==> src/rtl/uart_pkg.sv <==
`default_nettype none
// ============================================================================
// Module   : uart_pkg
// Brief    : Shared state encodings and parity-mode constants for the UART RX.
// Revision : 1.0 - initial release
// ============================================================================
package uart_pkg;

  // Receiver FSM state encoding (also exported on state_out for debug)
  typedef enum logic [2:0] {
    ST_IDLE   = 3'd0,
    ST_START  = 3'd1,
    ST_DATA   = 3'd2,
    ST_PARITY = 3'd3,
    ST_STOP   = 3'd4,
    ST_BREAK  = 3'd5
  } state_t;

  // Parity modes
  localparam int PAR_NONE = 0;
  localparam int PAR_EVEN = 1;
  localparam int PAR_ODD  = 2;

endpackage : uart_pkg
`default_nettype wire

==> src/rtl/uart_sync2.sv <==
`default_nettype none
// ============================================================================
// Module   : uart_sync2
// Brief    : Two-flop synchronizer for the asynchronous serial line.
//            Both flops reset to 1 so a reset never looks like a start bit.
// Revision : 1.0 - initial release
// ============================================================================
module uart_sync2 (
  input  logic clk,
  input  logic rst_n,
  input  logic d,
  output logic q
);

  logic meta;

  // Two-stage resynchronisation, idle-high reset value
  always_ff @(posedge clk or negedge rst_n) begin
    if (!rst_n) begin
      meta <= 1'b1;
      q    <= 1'b1;
    end else begin
      meta <= d;
      q    <= meta;
    end
  end

endmodule : uart_sync2
`default_nettype wire

==> src/rtl/uart_rx_cfg.sv <==
`default_nettype none
// ============================================================================
// Module   : uart_rx_cfg
// Brief    : Configurable UART receiver with oversampled bit timing,
//            optional parity, frame/break detection and a valid/ready
//            output holding register with overrun indication.
// Revision : 1.0 - initial release
// ============================================================================
module uart_rx_cfg
  import uart_pkg::*;
#(
  parameter int DATA_BITS  = 7,
  parameter int OVERSAMPLE = 8,
  parameter int PARITY     = 0
) (
  input  logic                 clk,
  input  logic                 rst_n,
  input  logic                 ena,
  input  logic                 rx,
  output logic [DATA_BITS-1:0] data_out,
  output logic                 valid_out,
  input  logic                 ready_in,
  output logic                 parity_err,
  output logic                 frame_err,
  output logic                 overrun,
  output logic [2:0]           state_out
);

  localparam int               CNT_W    = $clog2(OVERSAMPLE);
  localparam logic [CNT_W-1:0] CNT_HALF = CNT_W'(OVERSAMPLE / 2 - 1);
  localparam logic [CNT_W-1:0] CNT_FULL = CNT_W'(OVERSAMPLE - 1);
  localparam logic [CNT_W-1:0] CNT_ONE  = CNT_W'(1);
  localparam logic [3:0]       BIT_LAST = 4'(DATA_BITS - 1);
  localparam logic             HAS_PAR  = (PARITY != PAR_NONE);
  localparam logic             ODD_INV  = (PARITY == PAR_ODD);

  logic                 rxs;
  state_t               state;
  logic [CNT_W-1:0]     tick_cnt;
  logic [3:0]           bit_cnt;
  logic [DATA_BITS-1:0] shift;
  logic                 par_err_q;
  logic                 frm_err_q;
  logic                 done;
  logic                 at_full;

  uart_sync2 u_sync (
    .clk   (clk),
    .rst_n (rst_n),
    .d     (rx),
    .q     (rxs)
  );

  assign at_full   = (tick_cnt == CNT_FULL);
  assign state_out = state;

  // Bit-timing FSM: advances only on ena ticks; done is a one-clk pulse
  // raised on the stop-bit sample so the word is published next cycle.
  always_ff @(posedge clk or negedge rst_n) begin
    if (!rst_n) begin
      state     <= ST_IDLE;
      tick_cnt  <= '0;
      bit_cnt   <= '0;
      shift     <= '0;
      par_err_q <= 1'b0;
      frm_err_q <= 1'b0;
      done      <= 1'b0;
    end else begin
      done <= 1'b0;
      if (ena) begin
        case (state)
          ST_IDLE: begin
            if (!rxs) begin
              state    <= ST_START;
              tick_cnt <= '0;
            end
          end
          ST_START: begin
            if (tick_cnt == CNT_HALF) begin
              tick_cnt <= '0;
              bit_cnt  <= '0;
              // A line that is high again mid-start-bit is a glitch
              state    <= rxs ? ST_IDLE : ST_DATA;
            end else begin
              tick_cnt <= tick_cnt + CNT_ONE;
            end
          end
          ST_DATA: begin
            if (at_full) begin
              tick_cnt <= '0;
              shift    <= {rxs, shift[DATA_BITS-1:1]};
              if (bit_cnt == BIT_LAST) begin
                bit_cnt <= '0;
                state   <= HAS_PAR ? ST_PARITY : ST_STOP;
              end else begin
                bit_cnt <= bit_cnt + 4'd1;
              end
            end else begin
              tick_cnt <= tick_cnt + CNT_ONE;
            end
          end
          ST_PARITY: begin
            if (at_full) begin
              tick_cnt  <= '0;
              par_err_q <= (^shift) ^ rxs ^ ODD_INV;
              state     <= ST_STOP;
            end else begin
              tick_cnt <= tick_cnt + CNT_ONE;
            end
          end
          ST_STOP: begin
            if (at_full) begin
              tick_cnt  <= '0;
              frm_err_q <= ~rxs;
              done      <= 1'b1;
              // Low stop bit on an all-zero word means a line break
              state     <= (!rxs && (shift == '0)) ? ST_BREAK : ST_IDLE;
            end else begin
              tick_cnt <= tick_cnt + CNT_ONE;
            end
          end
          ST_BREAK: begin
            if (rxs) begin
              state <= ST_IDLE;
            end
          end
          default: begin
            state <= ST_IDLE;
          end
        endcase
      end
    end
  end

  // Output holding register with valid/ready handshake and overrun pulse
  always_ff @(posedge clk or negedge rst_n) begin
    if (!rst_n) begin
      data_out   <= '0;
      valid_out  <= 1'b0;
      parity_err <= 1'b0;
      frame_err  <= 1'b0;
      overrun    <= 1'b0;
    end else begin
      overrun <= 1'b0;
      if (valid_out && ready_in) begin
        valid_out <= 1'b0;
      end
      if (done) begin
        // Load when empty or when the held word leaves this same cycle
        if (!valid_out || ready_in) begin
          data_out   <= shift;
          parity_err <= HAS_PAR & par_err_q;
          frame_err  <= frm_err_q;
          valid_out  <= 1'b1;
        end else begin
          overrun <= 1'b1;
        end
      end
    end
  end

endmodule : uart_rx_cfg
`default_nettype wire

==> config.mk <==
export PLATFORM = sky130hd
export DESIGN_NAME = uart_rx_cfg
export DESIGN_NICKNAME = d
export VERILOG_FILES = /design/src/rtl/uart_pkg.sv /design/src/rtl/uart_sync2.sv /design/src/rtl/uart_rx_cfg.sv
export SDC_FILE = /design/constraint.sdc
export NUM_CORES = 1
export LEC_CHECK = 0
export CORE_MARGIN = 1
export CORE_UTILIZATION = 58
export DETAILED_ROUTE_END_ITERATION = 10
export PLACE_DENSITY = 0.83
export SLEW_MARGIN = 5
export SYNTH_ARGS = -nofsm -noshare
export SYNTH_HDL_FRONTEND = slang
export SYNTH_SLANG_ARGS = --single-unit
==> constraint.sdc <==
create_clock -name clk -period 3.63 [get_ports clk]
set_input_delay 0.9075 -clock clk [delete_from_list [all_inputs] [get_ports clk]]
set_output_delay 0.9075 -clock clk [all_outputs]
set_load 0.005 [all_outputs]
---- After elaboration in Yosys (flattened, before gate mapping) ----
Cells that the tools add are included.
word-level totals
  register bits after elaboration ......... 31
  bits of input ports ..................... 5
  output and inout port bits .............. 14
  word-level logic and storage cells ...... 72
cells by class
  $add $sub $neg .......................... 2
  equality and inequality tests ........... 15
  muxes and demuxes ....................... 26
  bitwise gates (word level) .............. 1
  reduce and logical (&&, ||, !) cells .... 16
operator list
  operator             number
  $mux 3               11
  $pmux 3 s6           1
  $mux 4               3
  $ne 2x2->1 const B   6
  $eq 3x2->1 const B   3
  $eq 3x3->1 const B   3
  $pmux 3 s3           1
  $reduce_and 3->1     3
  $mux 1               8
  $pmux 4 s2           1
  $reduce_and 8->1     1
  $logic_not 7->1      1
  $add 4x1->4 const B  1
  $eq 4x3->1 const B   1
  $reduce_and 4->1     1
  $add 3x1->3 const B  1
  $eq 3x1->1 const B   1
  $logic_not 3->1      1
  $reduce_bool 3->1    1
  $reduce_or 3->1      1
  $logic_and 1x1->1    2
  $logic_not 1->1      2
  $mux 2               1
  $ne 2x1->1 const B   1
  other kinds (4)      4

---- Logic depth before layout (Yosys ltp) ----
  word-level depth ........................ 5
  gate-level depth with buffers ........... 7
  mapped depth without buffers ............ 7

---- By module ----
From an unflattened synthesis, not the netlist that was laid out.
unflattened totals
  cells, all modules ...................... 128
  area total of the unflattened synthesis .. 1487.7 um^2
by module, submodules not included
  module       times used  cells each  area each (um^2)  seq. area each (um^2)
  uart_rx_cfg  1           126         1435.1            725.7
  uart_sync2   1           2           52.6              52.6

---- Least setup slack after synthesis ----
OpenSTA, ideal clock, no wires.
  path type ............................... register to register
  start ................................... register bit_cnt[0]
  end ..................................... register state[1], in the netlist state_out[1]
  setup time .............................. 125 ps
  arrival time ............................ 1904 ps
  required time ........................... 3505 ps
  setup slack ............................. 1602 ps
  stages on the path, launching flop included .. 7
  buffers on the path ..................... 0
  clock period less this slack ............ 2028 ps
  path through ............................ dfrtp_1 > inv_1 > ha_1 > and3b_1 > a2111oi_0 > or3_1 > mux2_2
on the way
  word-level cells in the longest chain between the ends .. 3
ends and longest elaborated chain
  element                     line                text
  start: declaration          uart_rx_cfg.sv:40   logic [3:0] bit_cnt;
  start signal: assignment    uart_rx_cfg.sv:96   bit_cnt <= bit_cnt + 4'd1;
  $eq 4x3->1                  uart_rx_cfg.sv:92   if (bit_cnt == BIT_LAST) begin
  $ne 2x2->1 (no line)        --
  $reduce_and 8->1 (no line)  --
  end signal: assignment      uart_rx_cfg.sv:83   state <= rxs ? ST_IDLE : ST_DATA;
  end signal: assignment      uart_rx_cfg.sv:94   state <= HAS_PAR ? ST_PARITY : ST_STOP;
  end signal: assignment      uart_rx_cfg.sv:117  state <= (!rxs && (shift == '0)) ? ST_BREAK : ST_IDLE;
  end: declaration            uart_rx_cfg.sv:38   state_t state;
No other way between the ends.
A chain may end at the register's enable or synchronous reset.

---- Worst setup path in the final report ----
  start ................................... register state[1], in the netlist state_out[1]
  end ..................................... output port state_out[1]
RTL lines
  element           line               text
  end: declaration  uart_rx_cfg.sv:26  output logic [2:0] state_out
No word-level cell between the ends.

==> results_dict.tcl <==
set metrics [dict create \
    slew_headroom_pct 42.8 \
    vias_per_cell 5.63 \
    clk_path_buf_depth 2 \
    synth_top_family_by_area "simple AND/OR/NAND/NOR gates" \
    crit_family "flip-flops" \
    cts_setup_buffers 0 \
    setup.worst_path.end_class "output port" \
    slew_violations 0 \
    yosys_register_bits 31 \
    post-synth-top-count-cell "dfrtp_1" \
    cts_hold_buf 0 \
    n_fill_cell 153 \
    finalSetupViolCount 0 \
    antenna_cells 0 \
    cts_tree "built" \
    clkTransAtPathRegs_ns 0.08 \
    synth_area_per_cell_um2 11.4 \
    ys_async_sr_fraction_pct 100 \
    die_w_um 52.5 \
    place_ws_ns 1.11 \
    worstPathMaxFanout 18 \
    cts_sinks 31 \
    worst-path-buf-inv 1 \
    grt_max_degree 32 \
    syn_inst 129 \
    slowest_stage "dfrtp_1" \
    gp_congestion 0.795 \
    ys.flop_type "dfrtp_1" \
    cts-root-buf "clkbuf_4" \
    yosysTopAreaCell "dfrtp_1" \
    power_density_mw_per_mm2 540 \
    setup_tns_ns 0 \
    synth_common_cells "dfrtp_1, mux2_2, o21ai_0" \
    grt.overflow.total 0 \
    antenna_found_initial 0 \
    wl_per_cell_um 13.1 \
    synth_mux_area_share_pct 12.2 \
    synthSimpleGateAreaFrac_pct 16.4 \
    numCtsBuffers 5 \
    ant_nets 0 \
    ctsHtreeMaxLevel 2 \
    core_mm2 0.00230 \
    ctsResizeCount 0 \
    port_buffers 17 \
    area_growth_pct 16.3 \
    crit_type "register to output port" \
    fin_skew_ns 0.00398 \
    seq_area_frac_synth_pct 52.7 \
    ir_worst_vdd_mv 0.511 \
    ys_top_cells_by_area "dfrtp_1, mux2_2, ha_1" \
    synth_nets 140 \
    cp_data_required_time_ns 2.72 \
    synth-xor-area-share_pct 0 \
    tightest_slew_ns 0.837 \
    rsz0062_at_grt "no" \
    grt_usage_pct 21.0 \
    synth_compound_area_share_pct 9.15 \
    synth_area_mm2 0.00148 \
    hold_viol_final 0 \
    row_count 17 \
    dr_total_vias 997 \
    holdCritPathClass "register to register" \
    synth-edff-count 0 \
    leakage_uw 0.000801 \
    drtPass1Iterations 4 \
    startpoint "state_out[1]" \
    setup_slack_ns 1.21 \
    yosys.area.top_type_share_pct 49.2 \
    dp_hpwl_mm 1.69 \
    crit_chain "clkdlybuf4s50_1" \
    initial_utilization_pct 64.3 \
    pin_count 19 \
    grt_pass1_vias 922 \
    drt_wl_total_mm 2.33 \
    drive_gt1_share_pct 19.5 \
    grt_pass1_wl_mm 4.03 \
    clock_latency_ns 0.31 \
    dieArea_mm2 0.00275 \
    drcViolationCount 0 \
    synth_fa_ha_area_share_pct 5.08 \
    regArea_um2 778 \
    clock.fmax_mhz 413 \
    maxCapViolCount 0 \
    arrival_ns 1.51 \
    max_stage_delay_ns 0.62 \
    die_y_um 52.5 \
    reg2reg_from "bit_cnt[0]" \
    final_nets 160 \
    cp-start-kind "register" \
    period_needed_ns 2.42 \
    yosys_warnings 0 \
    drt_iter0_markers 11 \
    status "finished clean" \
    multiInputGateArea_um2 636 \
    whs_ns 0.358 \
    hold_start "u_sync.meta" \
    yosysUniqueCellTypes 34 \
    fin_crit_sh_pct 66.7 \
]
==> cell usage in the layout, fill, tap and decap left out, types with 2 or more instances in the layout <==
master,n
inv_1,9
mux2_2,16
nand3_1,2
nor4b_1,2
nand3b_1,2
nor3_1,4
o31ai_1,3
o32a_1,2
dfstp_2,2
clkdlybuf4s50_1,17
dfrtp_1,29
nor4_1,2
or3_1,2
ha_1,6
clkbuf_4,5
nand2b_1,4
nor2_1,4
nand2_1,9
o21ai_0,10
nor3b_1,3
==> logic make-up (layout without fill, tap and decap cells) <==
family,count (synthesis),after routing
DFF,31,31
and+or+nand+nor,41,41
other,1,1
AOI/OAI and AO/OA,20,20
adders and majority gates,6,6
buffers and inverters,14,34
muxes,16,16
==> registers in the layout, summed over array words and instances, names as in the netlist <==
signal and count:
done 1, state_out 3, frame_err 1, bit_cnt 4, data_out 7, u_sync.q 1
frm_err_q 1, tick_cnt 3, overrun 1, u_sync.meta 1, shift 7, valid_out 1
==> path summary, 6_finish.rpt <==
path | slack [ns] | depth (start not counted) | end
worst min-delay path | 0.36 | 0 | u_sync.q
max in group asynchronous | 2.33 | 2 | u_sync.q
min in group asynchronous | 0.98 | 2 | bit_cnt[2]
worst max-delay path | 1.21 | 1 | state_out[1]
worst min register to register | 0.36 | 0 | u_sync.q
worst max register to register | 1.26 | 6 | state_out[1]
==> area by class of cell <==
type / instances / area share (%)
inverters: 9 / 1.97
well taps: 28 / 2.04
clock inverters: 1 / 0.292
clock buffers: 6 / 2.99
multi-input cells: 84 / 37.0
repair buffers: 18 / 10.3
flip-flops and latches: 31 / 45.3
==> per-layer routing <==
metal  routed length [um]  vias to the layer above  share of wire (%)  global-route usage (%)
li1                     -                      497                  -                       -
met1                 1080                      470                 47                    29.8
met2                 1120                       26                 48                    30.4
met3                   90                        4                3.9                    4.35
met4                   34                        0                1.5                    10.5
met5                    0                        -                  0                       0
==> per-stage QoR <==
step                      instances  total power [uW]  cell area, um^2  util, %
after global placement          170               724             1660     72.3
after CTS                       177               937             1720     74.7
after detailed placement        170               741             1660     72.3
after global routing            177               995             1720     74.7
after floorplan                 129               660             1480        -
final                           177               927             1720     74.7
==> power breakdown <==
group	internal, uW	switching (uW)
Clock	89.6	103
Sequential	395	79.6
Combinational	138	121
Total	623	304
Note: power is estimated with default switching activity, not from simulation.
